File: src/rtl/cla_seq_adder.sv
// rtl/cla_seq_adder.sv - multi-cycle carry-lookahead adder/subtractor, one CHUNK slice per clock
module cla_seq_adder #(
   parameter int WIDTH = 64,
   parameter int CHUNK = 16
) (
   input  logic             clk,
   input  logic             rst,
   input  logic             in_valid,
   output logic             in_ready,
   input  logic [WIDTH-1:0] A,
   input  logic [WIDTH-1:0] B,
   input  logic             sub,
   input  logic             Cin,
   output logic             out_valid,
   input  logic             out_ready,
   output logic [WIDTH-1:0] rslt,
   output logic             cout,
   output logic             ovf
);

   localparam int NCHUNK = WIDTH / CHUNK;
   localparam int NG     = CHUNK / 4;
   localparam int KW     = (NCHUNK > 1) ? $clog2(NCHUNK) : 1;

   typedef enum logic [1:0] {IDLE, RUN, DONE} state_t;

   state_t            state, state_nxt;
   logic [WIDTH-1:0]  opa, opb, part, next_part;
   logic              carry;
   logic [KW-1:0]     k;
   logic              last;

   logic [CHUNK-1:0]  sa, sb, sp, sg, sc, ssum;
   logic [NG-1:0]     gp, gg;
   logic [NG:0]       gc;
   logic              term;

   assign last = (k == KW'(NCHUNK - 1));

   // State register; reset wins over every handshake
   always_ff @(posedge clk) begin
      if (rst) state <= IDLE;
      else     state <= state_nxt;
   end

   // Next-state logic and the combinational accept handshake
   always_comb begin
      state_nxt = state;
      in_ready  = 1'b0;
      case (state)
         IDLE: begin
            in_ready = 1'b1;
            if (in_valid) state_nxt = RUN;
         end
         RUN:  if (last) state_nxt = DONE;
         DONE: if (out_ready) state_nxt = IDLE;
         default: state_nxt = IDLE;
      endcase
   end

   // Slice adder: 4-bit groups with PP/GG, flattened second-level lookahead across groups
   always_comb begin
      sa = opa[k*CHUNK +: CHUNK];
      sb = opb[k*CHUNK +: CHUNK];
      sp = sa | sb;
      sg = sa & sb;
      term = 1'b0;
      for (int j = 0; j < NG; j++) begin
         gp[j] = &sp[4*j +: 4];
         gg[j] = sg[4*j+3]
               | (sp[4*j+3] & sg[4*j+2])
               | (sp[4*j+3] & sp[4*j+2] & sg[4*j+1])
               | (sp[4*j+3] & sp[4*j+2] & sp[4*j+1] & sg[4*j]);
      end
      gc[0] = carry;
      for (int j = 1; j <= NG; j++) begin
         term = carry;
         for (int m = 0; m < j; m++) term = term & gp[m];
         gc[j] = term;
         for (int i = 0; i < j; i++) begin
            term = gg[i];
            for (int m = i + 1; m < j; m++) term = term & gp[m];
            gc[j] = gc[j] | term;
         end
      end
      for (int j = 0; j < NG; j++) begin
         sc[4*j]   = gc[j];
         sc[4*j+1] = sg[4*j] | (sp[4*j] & gc[j]);
         sc[4*j+2] = sg[4*j+1] | (sp[4*j+1] & sg[4*j]) | (sp[4*j+1] & sp[4*j] & gc[j]);
         sc[4*j+3] = sg[4*j+2] | (sp[4*j+2] & sg[4*j+1]) | (sp[4*j+2] & sp[4*j+1] & sg[4*j])
                   | (sp[4*j+2] & sp[4*j+1] & sp[4*j] & gc[j]);
      end
      ssum = sa ^ sb ^ sc;
      next_part = part;
      next_part[k*CHUNK +: CHUNK] = ssum;
   end

   // Datapath: operand capture, per-slice accumulation, result registers loaded only on entry to DONE
   always_ff @(posedge clk) begin
      if (rst) begin
         opa       <= '0;
         opb       <= '0;
         part      <= '0;
         carry     <= 1'b0;
         k         <= '0;
         rslt      <= '0;
         cout      <= 1'b0;
         ovf       <= 1'b0;
         out_valid <= 1'b0;
      end else begin
         case (state)
            IDLE: begin
               if (in_valid) begin
                  opa   <= A;
                  opb   <= sub ? ~B : B;
                  carry <= sub ? 1'b1 : Cin;
                  k     <= '0;
               end
            end
            RUN: begin
               part  <= next_part;
               carry <= gc[NG];
               k     <= k + 1'b1;
               if (last) begin
                  rslt      <= next_part;
                  cout      <= gc[NG];
                  ovf       <= sc[CHUNK-1] ^ gc[NG];
                  out_valid <= 1'b1;
                  k         <= '0;
               end
            end
            DONE: begin
               if (out_ready) out_valid <= 1'b0;
            end
            default: out_valid <= 1'b0;
         endcase
      end
   end

endmodule

File: config.mk
export PLATFORM = sky130hd
export DESIGN_NAME = cla_seq_adder
export DESIGN_NICKNAME = d
export VERILOG_FILES = /design/src/rtl/cla_seq_adder.sv
export SDC_FILE = /design/constraint.sdc
export NUM_CORES = 1
export LEC_CHECK = 0
export BUFFER_PORTS_ARGS = -buffer_cell sky130_fd_sc_hd__buf_2
export CAP_MARGIN = 20
export CELL_PAD_IN_SITES_DETAIL_PLACEMENT = 1
export CELL_PAD_IN_SITES_GLOBAL_PLACEMENT = 1
export CORE_UTILIZATION = 39
export DETAILED_ROUTE_END_ITERATION = 7
export PLACE_DENSITY = 0.82
export SYNTH_ARGS = -nofsm -noshare
export SYNTH_HDL_FRONTEND = slang
export SYNTH_SLANG_ARGS = --single-unit
File: constraint.sdc
create_clock -name clk -period 3.8 [get_ports clk]
set_clock_uncertainty 0.15 [all_clocks]
set_input_delay 0.19 -clock clk [delete_from_list [all_inputs] [get_ports clk]]
set_output_delay 0.19 -clock clk [all_outputs]
set_load 0.01 [all_outputs]
==> results of run 1 <==
==> per-stage QoR <==
step	util	total power (W)	worst slack, ps	TNS [ps]	std cells
detailed placement	0.4390	0.004131	161.6	0	1927
finish	0.5123	0.007169	217.9	0	2119
floorplan	-	0.003716	90.84	0	1404
CTS	0.5112	0.007098	109.9	0	2110
global route	0.5123	0.007392	-2.227	-2.227	2119
global placement	0.4390	0.004078	322.1	0	1927
==> kinds of logic after synthesis <==
kind of cell | after synthesis
xor gates and xnor gates | 74
buffers and inverters | 160
adders and majority gates | 42
muxes | 39
DFF | 264
AOI/OAI and AO/OA | 382
and+or+nand+nor | 443
==> placed cells by master, fill, tap and decap left out, drive strengths merged, types with 17 or more instances in the layout <==
cell / instances
a211oi: 136
a21oi: 124
a22oi: 28
buf: 231
clkbuf: 46
dfxtp: 264
dlygate4sd3: 130
ha: 39
inv: 48
mux4: 32
nand2: 157
nor2: 204
nor3: 23
o21ai: 17
xnor2: 70
==> area by class of cell <==
class / instances / area share
Inverter: 49 / 0.01141
Sequential cell: 264 / 0.3283
Clock inverter: 8 / 0.005820
Clock buffer: 45 / 0.05432
Multi-Input combinational cell: 980 / 0.4070
Timing Repair Buffer: 362 / 0.1606
Antenna cell: 9 / 0.001397
Tap cell: 402 / 0.03120
==> registers in the layout (all words and copies together) (netlist names) <==
name	cells
out_valid	1
k	2
rslt	64
state	2
carry	1
opa	64
cout	1
opb	64
part	64
ovf	1
==> how the worst max path moves through the flow <==
stage,start,endpoint,slack [ps]
2_1_floorplan,k[0],part[40],90
3_3_place_gp,k[1],part[41],320
3_5_place_dp,k[1],part[25],160
4_1_cts,k[1],part[25],110
5_1_grt,k[0],part[56],-2
6_report,k[0],part[56],220
==> worst min-delay path: stages <==
cell      delay, ps
buf_2           100
o21ai_0         150
nand2_1          90
nor2_1          100
a211oi_1         70
==> metal layers <==
layer | vias up | global-route usage | share of wire
met1 | 6006 | 0.3380 | 0.40
met5 | - | 0 | 0
met2 | 472 | 0.5287 | 0.51
li1 | 5542 | - | -
met4 | 0 | 0.1385 | 0.044
met3 | 136 | 0.04184 | 0.050
==> what timing repair did <==
item                                    CTS  global route
buffers inserted                          0             0
endpoints found under the hold margin   132             0
hold buffers                            130             0
resized for setup                         0             3
endpoints found under the setup margin    0             9
==> power by group through the flow <==
stage | Combinational, W | Clock [W] | Sequential, W
after floorplan | 0.000705 | 0 | 0.00301
after global placement | 0.00103 | 0 | 0.00304
after detailed placement | 0.00108 | 0 | 0.00305
after CTS | 0.00119 | 0.00291 | 0.00299
after global routing | 0.00134 | 0.00304 | 0.00301
final | 0.00125 | 0.00292 | 0.00300
==> metrics.yaml, run 1 <==
cp_cell_sequence: "buf_12 > mux4_2 > ha_1 > nor2b_1 > o31a_1 > o21a_4 > nor2_1 > fa_1 > nor2_1 > a21oi_1 > a211oi_1"
worst_setup_path_start_kind: "flop"
die_w_um: 180.5
crit_path_top_delay_cell: "mux4_2"
p_seq_frac: 0.418
drt_wl_total_um: 47800
outcome: "finished clean"
reg2reg_depth: 11
relSlewSlack: 0.3114
min-delay-start: "Cin"
yosys.area_share.simple: 0.1517
synthCells: 1404
netlist.area_leader.share: 0.4252
synth.mux.area_fraction: 0.06422
place.gp.congestion: 0.8653
switching_share: 0.2860
dr.pass1.iters: 6
final-setup-viol-count: 0
core_area_sq_um: 31470
max_clock_freq_mhz: 279.2
synth_top_family_by_area: "compound AO/OA/AOI/OAI gates"
hold_class: "in2reg"
avgSynthCellArea_sq_um: 8.853
fp.dieH_um: 180.5
drive_above_1_share: 0.1979
grt_pass1_wl_um: 74870
wl_per_cell_um: 22.56
rows: 65
routed_via_density: 5.737
path_max_fanout: 16
tritoncts: "built"
reg2reg_setup_slack_ps: 220
slew_violations: 0
synth_commonest_cells: "264 x dfxtp_1, 204 x nor2_1, 157 x nand2_1"
crit_type: "reg2reg"
regArea_sq_um: 5293
multi_input_area_sq_um: 6563
reg2reg_to: "part[56]"
drt_iter0_markers: 969
drc: 0
clockBufferDepth: 3
clkTransAtPathRegs_ps: 60
nets: 1862
cp_common_cell: "nor2_1"
synth_compound_area_frac: 0.2136
clock_sinks: 264
path_delay_family: "compound AO/OA/AOI/OAI gates"
cts-root-buf: "clkbuf_16"
pwr-share-comb: 0.174
fillers: 3614
r2r-start: "k[0]"
synth_edf_count: 0
path_depth: 11
antenna_found_initial: 8
gr-usage-all-layers: 0.2922
ios: 202
stdcell_area_sq_um: 16120
power.density_nw_per_um2: 444.6
grt.overflow.total: 0
yosysWarnings: 0
syn_to_final_growth_pct: 29.72
htreeDepth: 1
synthTopCellsByArea: "dfxtp_1 43%, a211oi_1 8.2%, nor2_1 6.2%"
yosysMostFrequentCell: "dfxtp_1"
dieArea_sq_um: 32590
synthAdderAreaFrac: 0.04409
cp.required_ps: 4090
endpoint_kind: "flop"
power_leakage_nw: 6.253
ant_nets: 0
clockPowerShare: 0.407
p_sw_w: 0.002050
yosysUniqueCellTypes: 63
syn_nets: 1580
numCtsBuffers: 29
insertion_delay_ps: 560
vias: 12160
synthFlopType: "dfxtp_1"
min_period_ps: 3582
critPathBufInv: 1
holdPathStages: 5
ir_drop_uv: 313.4
fin_crit_sh: 0.9427
whs_endpoint: "carry"
syn_area_sq_um: 12430
hpwl_um: 28280
place_area_sq_um: 13820
grt_max_degree: 149
p_int_w: 0.005118
ys_ff_latch: 264
maxCapViolations: 0
async_flop_share: 0
critPathArrivalTime_ps: 3880
fin_hold_ws_ps: 52.70
synth.largest_area_cell: "dfxtp_1"
start_util: 0.3949
hold_viol_final: 0
synth-xor-area-share: 0.05214
max_stage_delay_ps: 580
seq_area_frac_synth: 0.4252
grt_pass1_vias: 12970
numPortBuffers: 201
tightest_slew_ps: 1033
Power figures use the tool's default switching activity.
==> inputs of run 2 (changes only) <==
--- a/config.mk
+++ b/config.mk
@@ -11,7 +11,7 @@
 export CELL_PAD_IN_SITES_GLOBAL_PLACEMENT = 1
 export CORE_UTILIZATION = 39
 export DETAILED_ROUTE_END_ITERATION = 7
-export PLACE_DENSITY = 0.82
+export PLACE_DENSITY_LB_ADDON = 0.1
 export SYNTH_ARGS = -nofsm -noshare
 export SYNTH_HDL_FRONTEND = slang
 export SYNTH_SLANG_ARGS = --single-unit
==> metrics.yaml, run 2 (synthesized netlist as in run 1, its figures left out) <==
cp.required_ps: 4090
relSlewSlack: 0.2462
ios: 202
fp.dieH_um: 180.5
clkTransAtPathRegs_ps: 60
routed_via_density: 5.387
drc: 0
wl_per_cell_um: 19.83
ant_nets: 0
grt_pass1_vias: 11790
drive_above_1_share: 0.2001
reg2reg_to: "part[40]"
cp-endpoint: "part[40]"
ir_drop_uv: 325.4
rows: 65
vias: 11400
r2r-start: "k[0]"
power.density_nw_per_um2: 428.5
fin_crit_sh: 0.9378
endpoint_kind: "flop"
regArea_sq_um: 5290
hpwl_um: 27540
die_w_um: 180.5
antenna_cells: 0
final-setup-viol-count: 0
finalPower_w: 0.006890
multi_input_area_sq_um: 6563
grt_max_degree: 155
hold_class: "in2reg"
numPortBuffers: 201
tritoncts: "built"
nets: 1868
maxCapViolations: 0
reg2reg_depth: 11
antenna_found_initial: 0
dr.pass1.iters: 5
start_util: 0.3949
clock_sinks: 264
rsz0062_at_grt: "false"
cts-root-buf: "clkbuf_16"
core_area_sq_um: 31470
final_common_cell: "dfxtp_1"
dieArea_sq_um: 32590
critPathArrivalTime_ps: 3850
cp_cell_sequence: "buf_4 > mux4_2 > ha_1 > nor2b_1 > o31a_1 > o21a_4 > nor2_1 > fa_1 > nor2_1 > a21oi_1 > a211oi_1"
outcome: "finished clean"
fillers: 3642
path_depth: 11
power_leakage_nw: 6.251
syn_to_final_growth_pct: 29.36
max_stage_delay_ps: 580
slew_violations: 0
utilization: 0.5109
grt.overflow.total: 0
reg2reg_setup_slack_ps: 240
path_delay_family: "compound AO/OA/AOI/OAI gates"
numCtsBuffers: 29
htreeDepth: 1
finalSetupTns_ps: 0
final_cell_mix: "262 x dfxtp_1, 203 x nor2_1, 199 x buf_2"
drt_iter0_markers: 648
max_clock_freq_mhz: 280.6
gr-usage-all-layers: 0.2561
tightest_slew_ps: 1131
clockBufferDepth: 3
insertion_delay_ps: 560
drt_wl_total_um: 41960
hold_viol_final: 0
crit_type: "reg2reg"
min_period_ps: 3563
cp_common_cell: "nor2_1"
cp-startpoint: "k[0]"
critPathBufInv: 1
crit_path_top_delay_cell: "mux4_2"
grt_pass1_wl_um: 66140
post_cts_buffers: 0
place.gp.congestion: 0.8222
worst_setup_path_start_kind: "flop"
path_max_fanout: 7
run 2: cell count changes in the layout (fill, tap and decap cells not counted), sizes merged:
cell      delta
diode        -9
clkbuf       -5
buf          +6
bufinv       -1
clkinvlp     +1
clkinv       +5
run 2: what timing repair did:
item                                   in CTS  in global routing
hold buffers                              130                  0
endpoints found under the hold margin     131                  0
resized for setup                           0                  2
setup endpoints to repair                   0                 15
run 2: area by class of cell:
type | instances | area share
Timing Repair Buffer | 368 | 0.1646
Multi-Input combinational cell | 980 | 0.4081
Clock buffer | 40 | 0.04957
Tap cell | 402 | 0.03128
Inverter | 49 | 0.01144
Clock inverter | 13 | 0.005992
Sequential cell | 264 | 0.3290
run 2: worst min-delay path by stage:
stage	cells after the start	slack (ps)	from	to
5_1_grt	3	130	sub	opb[15]
4_1_cts	5	40	Cin	carry
3_3_place_gp	3	280	A[57]	opa[57]
3_5_place_dp	3	290	A[58]	opa[58]
2_1_floorplan	2	180	A[0]	opa[0]
6_report	5	50	Cin	carry
run 2: where the power goes:
group	internal [W]	total [W]	leakage, nW	switching [W]
Clock	0.00153	0.00269	0.446	0.00116
Sequential	0.00290	0.00299	2.16	0.0000847
Combinational	0.000511	0.00121	3.65	0.000702
run 2: stage by stage:
step                hold WS, ps  setup slack (ps)  cells  cell area [sq um]
floorplan                 176.0             90.84   1404              12430
global placement          282.1             249.0   1933              13870
detailed placement        288.5             62.68   1933              13870
CTS                       37.61             41.79   2116              16070
global route              126.7             9.481   2116              16080
finish                    51.44             236.5   2116              16080
run 2: per-layer routing:
| layer | global-route usage | share of wire | wire, um |
|---|---|---|---|
| met5 | 0 | 0 | 0 |
| met4 | 0.07179 | 0.023 | 962 |
| met3 | 0.03779 | 0.041 | 1718 |
| met2 | 0.4560 | 0.50 | 20940 |
| met1 | 0.3201 | 0.44 | 18340 |
run 2: worst reg2reg max path: cells and delay by family, from the launching register on:
family / cells / cell delay, ps
mux: 1 / 590
buf+inv: 1 / 190
compound gates: 4 / 910
flops: 1 / 410
simple gates: 3 / 440
fa+ha+maj: 2 / 750
